$ cat src/rtl/display_arbiter.sv
// Display arbiter: grants one of three sources ownership of a 4-digit display path,
// round-robin among requesters, with a minimum hold time per grant and clamped data.
module display_arbiter #(
  parameter int unsigned HOLD_CYC = 100,
  parameter int unsigned MAX_VAL  = 9999
) (
  input  logic        clk,
  input  logic        rst_n,
  input  logic [2:0]  req,
  input  logic [13:0] data0,
  input  logic [13:0] data1,
  input  logic [13:0] data2,
  output logic [2:0]  grant,
  output logic [13:0] disp_data,
  output logic        disp_blank,
  output logic        busy
);

  localparam int unsigned     CntW    = (HOLD_CYC > 1) ? $clog2(HOLD_CYC) : 1;
  localparam logic [CntW-1:0] CntLast = CntW'(HOLD_CYC - 1);
  // Saturate the clamp limit to what a 14-bit value can carry.
  localparam logic [13:0]     MaxV    = (MAX_VAL > 16383) ? 14'h3fff : 14'(MAX_VAL);

  typedef enum logic [1:0] {StIdle, StLoad, StHold} state_e;

  state_e          state_q, state_d;
  logic [2:0]      grant_q, grant_d;
  logic [13:0]     disp_data_q, disp_data_d;
  logic            disp_blank_q, disp_blank_d;
  logic            busy_q, busy_d;
  logic [CntW-1:0] cnt_q, cnt_d;
  logic [1:0]      last_owner_q, last_owner_d;

  logic [1:0]      cand [3];
  logic            rr_found;
  logic [1:0]      rr_idx;
  logic [2:0]      rr_onehot;

  logic [1:0]      owner_idx;
  logic [13:0]     owner_data;
  logic            owner_req;

  function automatic logic [13:0] clamp(input logic [13:0] v);
    return (v > MaxV) ? MaxV : v;
  endfunction

  // Round-robin search starting one past the last owner, wrapping back to it last.
  always_comb begin
    rr_found = 1'b0;
    rr_idx   = 2'd0;
    unique case (last_owner_q)
      2'd0: begin
        cand[0] = 2'd1;
        cand[1] = 2'd2;
        cand[2] = 2'd0;
      end
      2'd1: begin
        cand[0] = 2'd2;
        cand[1] = 2'd0;
        cand[2] = 2'd1;
      end
      default: begin
        cand[0] = 2'd0;
        cand[1] = 2'd1;
        cand[2] = 2'd2;
      end
    endcase
    for (int k = 0; k < 3; k++) begin
      if (!rr_found && req[cand[k]]) begin
        rr_found = 1'b1;
        rr_idx   = cand[k];
      end
    end
    rr_onehot = 3'b001 << rr_idx;
  end

  // Decode the current owner's index, data and request from the one-hot grant.
  always_comb begin
    owner_idx  = 2'd0;
    owner_data = data0;
    owner_req  = 1'b0;
    case (grant_q)
      3'b001: begin
        owner_idx  = 2'd0;
        owner_data = data0;
        owner_req  = req[0];
      end
      3'b010: begin
        owner_idx  = 2'd1;
        owner_data = data1;
        owner_req  = req[1];
      end
      3'b100: begin
        owner_idx  = 2'd2;
        owner_data = data2;
        owner_req  = req[2];
      end
      default: ;
    endcase
  end

  // Next-state logic for the arbitration FSM and its registered outputs.
  always_comb begin
    state_d      = state_q;
    grant_d      = grant_q;
    disp_data_d  = disp_data_q;
    disp_blank_d = disp_blank_q;
    cnt_d        = cnt_q;
    last_owner_d = last_owner_q;
    unique case (state_q)
      StIdle: begin
        if (rr_found) begin
          grant_d = rr_onehot;
          state_d = StLoad;
        end else begin
          grant_d = '0;
        end
      end
      StLoad: begin
        disp_data_d  = clamp(owner_data);
        disp_blank_d = 1'b0;
        cnt_d        = '0;
        last_owner_d = owner_idx;
        state_d      = StHold;
      end
      StHold: begin
        // Refresh only while the owner still asks; otherwise the last sample stays frozen.
        if (owner_req) disp_data_d = clamp(owner_data);
        if (cnt_q == CntLast) begin
          if (!rr_found) begin
            grant_d = '0;
            state_d = StIdle;
          end else if (rr_onehot != grant_q) begin
            // Hand over directly, no zero-grant gap.
            grant_d = rr_onehot;
            state_d = StLoad;
          end else begin
            cnt_d = '0;
          end
        end else begin
          cnt_d = cnt_q + 1'b1;
        end
      end
      default: begin
        grant_d = '0;
        state_d = StIdle;
      end
    endcase
    busy_d = (state_d != StIdle);
  end

  // State and output registers with synchronous active-low reset.
  always_ff @(posedge clk) begin
    if (!rst_n) begin
      state_q      <= StIdle;
      grant_q      <= '0;
      disp_data_q  <= '0;
      disp_blank_q <= 1'b1;
      busy_q       <= 1'b0;
      cnt_q        <= '0;
      last_owner_q <= 2'd2;
    end else begin
      state_q      <= state_d;
      grant_q      <= grant_d;
      disp_data_q  <= disp_data_d;
      disp_blank_q <= disp_blank_d;
      busy_q       <= busy_d;
      cnt_q        <= cnt_d;
      last_owner_q <= last_owner_d;
    end
  end

  assign grant      = grant_q;
  assign disp_data  = disp_data_q;
  assign disp_blank = disp_blank_q;
  assign busy       = busy_q;

endmodule

$ cat config.mk
export PLATFORM = sky130hd
export DESIGN_NAME = display_arbiter
export DESIGN_NICKNAME = d
export VERILOG_FILES = /design/src/rtl/display_arbiter.sv
export SDC_FILE = /design/constraint.sdc
export NUM_CORES = 1
export LEC_CHECK = 0
export CORE_UTILIZATION = 25
export CTS_BUF_LIST = sky130_fd_sc_hd__clkbuf_4
export DETAILED_ROUTE_END_ITERATION = 10
export GPL_ROUTABILITY_DRIVEN = 0
export GPL_TIMING_DRIVEN = 0
export PLACE_DENSITY = 0.49
export SLEW_MARGIN = 20
export SYNTH_ARGS = -nofsm -noshare
export SYNTH_HDL_FRONTEND = slang
export SYNTH_SLANG_ARGS = --single-unit
$ cat constraint.sdc
create_clock -name clk -period 3.93 [get_ports clk]
set_input_delay 0.786 -clock clk [delete_from_list [all_inputs] [get_ports clk]]
set_output_delay 0.786 -clock clk [all_outputs]
set_load 0.01 [all_outputs]
Word-level counts from Yosys, hierarchy flattened

Cells that the tools add are included.

Equality and inequality tests: 13
Order comparisons: 4
Shift-type cells: 1
Reduce and logical (&&, ||, !) cells: 11
$add $sub $neg: 1
Bitwise logic cells: 1
Muxes and demuxes: 33

Operators with widths:

| cell                                                                  | number |
|---|---|
| 14-bit case mux with 2 select lines                                   | 2 |
| 14-bit two-way mux                                                    | 2 |
| 7-bit two-way mux                                                     | 3 |
| 14-bit greater-than comparator (second input constant)                | 1 |
| 2-bit two-way mux                                                     | 7 |
| 7-bit case mux with 2 select lines                                    | 1 |
| 3-bit two-way mux                                                     | 4 |
| 6-bit case mux with 2 select lines                                    | 1 |
| 2-bit by 3-bit < comparator with 1-bit output (second input constant) | 3 |
| 3-bit inequality test (second input constant)                         | 3 |
| 3-bit case mux with 3 select lines                                    | 1 |
| 7-bit by 1-bit adder with 7-bit output (second input constant)        | 1 |
| 7-bit == test (second input constant)                                 | 1 |
| 1-bit binary-select mux with 2-bit select                             | 3 |
| 1-bit two-way mux                                                     | 6 |
| 2-bit case mux with 3 select lines                                    | 1 |
| 3-bit AND reduction                                                   | 2 |
| 2-bit by 1-bit == test with 1-bit output (second input constant)      | 2 |
| 2-bit zero test                                                       | 2 |
| 2-bit inequality test (second input constant)                         | 2 |
| 2-bit case mux with 2 select lines                                    | 1 |
| 2-bit nonzero test                                                    | 2 |
| 3-bit by 1-bit == test with 1-bit output (second input constant)      | 1 |
| 3-bit by 2-bit == test with 1-bit output (second input constant)      | 1 |
| 9 further kinds                                                       | 11 |

Input bits: 47
Register bits: 30
Word-level logic and storage cells: 71
Output and inout bits: 19

Depth between registers and ports, before layout

Depth in word-level cells: 18
Mapped depth: 9
Mapped depth without buffers: 8

Worst setup path before layout

OpenSTA, ideal clock, no wires.

Kind: input to register
Start point: input port data2[13]
End point: register disp_data_q[3] (netlist: disp_data[3])
Required time: 3.856 ns
Library setup time: 0.074 ns
Buffers on the path: 0
Cell stages on the path: 5
Arrival time: 1.968 ns
Path slack: 1.888 ns
Cell sequence: o22a_1 -> o22ai_1 -> or4_4 -> or2_4 -> a31oi_1

Cells in the longest elaborated chain, start to end: 5

Ends and longest elaborated chain:

| what                                  | line | text |
|---|---|---|
| start, declared                       | 12   | `input logic [13:0] data2,` |
| 14-bit case mux with 2 select lines * | 82   | `case (grant_q)` |
| 14-bit greater-than comparator *      | 44   | `return (v > MaxV) ? MaxV : v;` |
| 14-bit two-way mux *                  | 44   |  |
| 14-bit two-way mux                    | 128  | `if (owner_req) disp_data_d = clamp(owner_data);` |
| 14-bit case mux with 2 select lines * | 110  | `unique case (state_q)` |
| end signal, assigned                  | 165  | `disp_data_q <= disp_data_d;` |
| end, declared                         | 28   | `logic [13:0] disp_data_q, disp_data_d;` |

Every way passes the cells marked *; elsewhere a longest branch is shown, timed or not. The select of a mux whose other input is x is not followed.
A chain may end at the register's enable or synchronous reset.

Worst setup path after layout

Start point: input port req[1]
End point: register cnt_q[2]

Cells in the longest elaborated chain, start to end: 13
Elaborated cells on any way between the ends: 21
Those cells by class: 3 x eq/ne; 1 x shift; 12 x mux; 5 x reduce/logical

Ends and longest elaborated chain:

| what                                        | line | text |
|---|---|---|
| start, declared                             | 9    | `input logic [2:0] req,` |
| 1-bit binary-select mux with 2-bit select   | 69   | `if (!rr_found && req[cand[k]]) begin` |
| 1-bit two-way mux (not written as such)     | 69   |  |
| 1-bit two-way mux                           | 69   |  |
| 1-bit zero test                             | 69   |  |
| 1-bit logical AND                           | 69   |  |
| 1-bit two-way mux                           | 69   |  |
| 1-bit zero test                             | 69   |  |
| 1-bit logical AND                           | 69   |  |
| 2-bit two-way mux                           | 69   |  |
| 1-bit by 2-bit left shift with 3-bit output | 74   | `rr_onehot = 3'b001 << rr_idx;` |
| 3-bit inequality test                       | 133  | `end else if (rr_onehot != grant_q) begin` |
| 3-bit inequality test (no source line)      | -    |  |
| 3-bit AND reduction (no source line) *      | -    |  |
| end signal, assigned                        | 168  | `cnt_q <= cnt_d;` |
| end, declared                               | 31   | `logic [CntW-1:0] cnt_q, cnt_d;` |

Marked as above.

==> flow_metrics.py <==
metrics = {
    "finish": {
        "areaGrowthSynthToFinish_pct": 46.2,
        "antenna_cells": 0,
        "nNetsFinal": 340,
        "final_util_pct": 38.2,
        "mostFrequentLayoutCells": "clkdlybuf4s50_1, dfxtp_1, o22a_1, o21ai_0, nand2_1",
        "multi_input_area_sq_um": 1090,
        "drive_gt1_share_pct": 5.88,
        "nFillCells": 745,
        "layout_commonest_cell": "clkdlybuf4s50_1",
        "seq_area_sq_um": 601,
    },
    "clock_tree": {
        "htree_levels": 2,
        "path_clk_slew_ps": 90,
        "cts_tree": "built",
        "cts-root-buf": "clkbuf_4",
        "clock-sinks": 30,
        "insertion_delay_ps": 330,
        "postCtsSetupBuffers": 0,
        "cts_buffers": 5,
        "clk_path_buf_depth": 2,
        "ctsHoldBuffers": 0,
        "cts_resized": 0,
    },
    "global_routing": {
        "grt_pass1_wl_um": 9320,
        "antenna_found_initial": 0,
        "track_usage_pct": 16.1,
        "grt_pass1_vias": 1856,
        "overflow": 0,
        "grt_max_degree": 11,
    },
    "timing": {
        "drv_slew": 0,
        "fmax_mhz": 380,
        "rsz0062_at_grt": "false",
        "hold_violations": 0,
        "period_needed_ps": 2630,
        "final.setup.tns_ps": 0,
        "skew_ps": 18.7,
        "slew_headroom_pct": 50.1,
        "fin_crit_sh_pct": 67.0,
        "setup_ws_ps": 1300,
        "finalSetupViolCount": 0,
        "worst_pin_slew_ps": 748,
    },
    "detailed_routing": {
        "via_per_inst": 5.04,
        "firstDrtPassIters": 4,
        "wl_um": 5850,
        "ant_nets": 0,
        "drc_errors": 0,
        "drt_iter0_drc": 84,
        "vias": 1940,
        "wire_per_inst_um": 15.2,
    },
    "worst_setup_path": {
        "crit_type": "in2reg",
        "path_max_fanout": 6,
        "r2r_cells": 6,
        "crit_arrival_ps": 2870,
        "start_kind": "primary input",
        "cp-end-kind": "register",
        "r2r-end": "disp_data[5]",
        "required_ps": 4170,
        "r2r_start": "grant[0]",
        "endpoint": "cnt_q[2]",
        "setup.worst_path.start": "req[1]",
        "r2r_setup_slack_ps": 1540,
    },
    "floorplanning": {
        "die_h_um": 86.5,
        "fp.coreArea_sq_um": 6830,
        "start_util_pct": 26.1,
        "io_pins": 66,
        "die_area_sq_um": 7480,
        "die_w_um": 86.5,
        "fp-row-count": 30,
    },
    "power": {
        "switching_share_pct": 42.0,
        "vdd_ir_drop_max_mv": 0.172,
        "switchingPower_uw": 590,
        "leakagePower_uw": 0.000893,
        "powerDensity_nw_per_um2": 539,
        "p_seq_share_pct": 31.7,
        "pwr-share-clk_pct": 13.1,
        "p_int_uw": 815,
        "power_frac_comb_pct": 55.2,
    },
    "synthesis": {
        "avgSynthCellArea_sq_um": 8.26,
        "ys_seq_elements": 30,
        "synth_top_area_share_pct": 33.7,
        "yosys.area.top_type": "dfxtp_1",
        "synth_edf_count": 0,
        "async_reset_ff_share_pct": 0,
        "yosysWarnings": 0,
        "synthTopCellsByArea": "dfxtp_1, o22a_1, o21ai_0",
        "syn_inst": 216,
        "synthFlopType": "dfxtp_1",
        "syn-cell-area_sq_um": 1780,
        "seq_area_frac_synth_pct": 33.7,
        "ys_types": 43,
        "synth_nets": 268,
    },
    "job": {
        "max_cap_viol_count": 0,
    },
    "placement": {
        "hpwl_um": 4500,
        "pre_cts_slack_ps": 967,
        "portBuffers": 65,
    },
    "status": {
        "status": "completed",
    },
    "worst_hold_path": {
        "hold_class": "reg2reg",
    },
}
-- Yosys cell counts, types with 6 or more instances --
cell / count
dfxtp_1: 30
o22a_1: 22
o21ai_0: 20
nand2_1: 16
a21oi_1: 14
o22ai_1: 11
nand3_1: 9
clkbuf_1: 8
nor2_1: 8
nor2b_1: 8
inv_1: 7
a31oi_1: 6
-- registers in the layout, summed over array words and instances, names as in the netlist --
signal,flops
cnt_q,7
busy,1
last_owner_q,2
disp_blank,1
disp_data,14
grant,3
state_q,2
-- worst min path at each step --
stage | end | slack [ps] | startpoint | cells after the start
after floorplan | cnt_q[6] | 420 | cnt_q[6] | 1
after global placement | disp_blank | 450 | disp_blank | 2
after detailed placement | disp_blank | 460 | disp_blank | 2
after CTS | disp_blank | 480 | disp_blank | 2
after global routing | disp_blank | 500 | disp_blank | 2
final | disp_blank | 460 | disp_blank | 2
-- final cells by class --
| class | instances | share of cell area, % |
|---|---|---|
| Tap cell | 96 | 4.60 |
| Clock buffer | 6 | 1.73 |
| Clock inverter | 2 | 0.336 |
| Buffer | 13 | 2.40 |
| Timing Repair Buffer | 65 | 24.9 |
| Multi-Input combinational cell | 166 | 42.0 |
| Inverter | 7 | 1.01 |
| Sequential cell | 30 | 23.0 |
-- critical path, stage by stage --
cell and delay [ps]:
clkdlybuf4s50_1 580, nor2b_1 160, o22a_1 150, o21ai_0 120
a211oi_1 620, nor2_1 150, a311oi_1 300
-- routing by layer --
layer | global-route usage (%) | up-vias | wire length, um
met2 | 26.9 | 59 | 2760
met3 | 3.14 | 9 | 269
met1 | 20.7 | 898 | 2720
met5 | 0 | - | 0
li1 | - | 974 | -
met4 | 5.15 | 0 | 95
-- cells by family after synthesis --
group,synth area share (%)
multiplexers,2.24
adder cells (fa/ha/maj),3.51
AND/OR/NAND/NOR,18.9
buffers and inverters,4.98
AO/OA/AOI/OAI,36.7
flip-flops,33.7
-- power groups by stage --
stage	Sequential, uW	Clock [uW]	Combinational, uW
6_report	446	184	775
5_1_grt	456	206	859
4_1_cts	446	194	785
3_5_place_dp	452	0	781
3_3_place_gp	451	0	783
2_1_floorplan	469	0	445
-- through the flow --
step	cells	total power (uW)	instance area, sq um	hold WS [ps]
2_1_floorplan	216	914	1780	423
3_3_place_gp	377	1230	2550	449
3_5_place_dp	377	1230	2550	458
4_1_cts	385	1420	2610	476
5_1_grt	385	1520	2610	498
6_report	385	1410	2610	465
No activity file was read; power rests on OpenSTA's default activity.
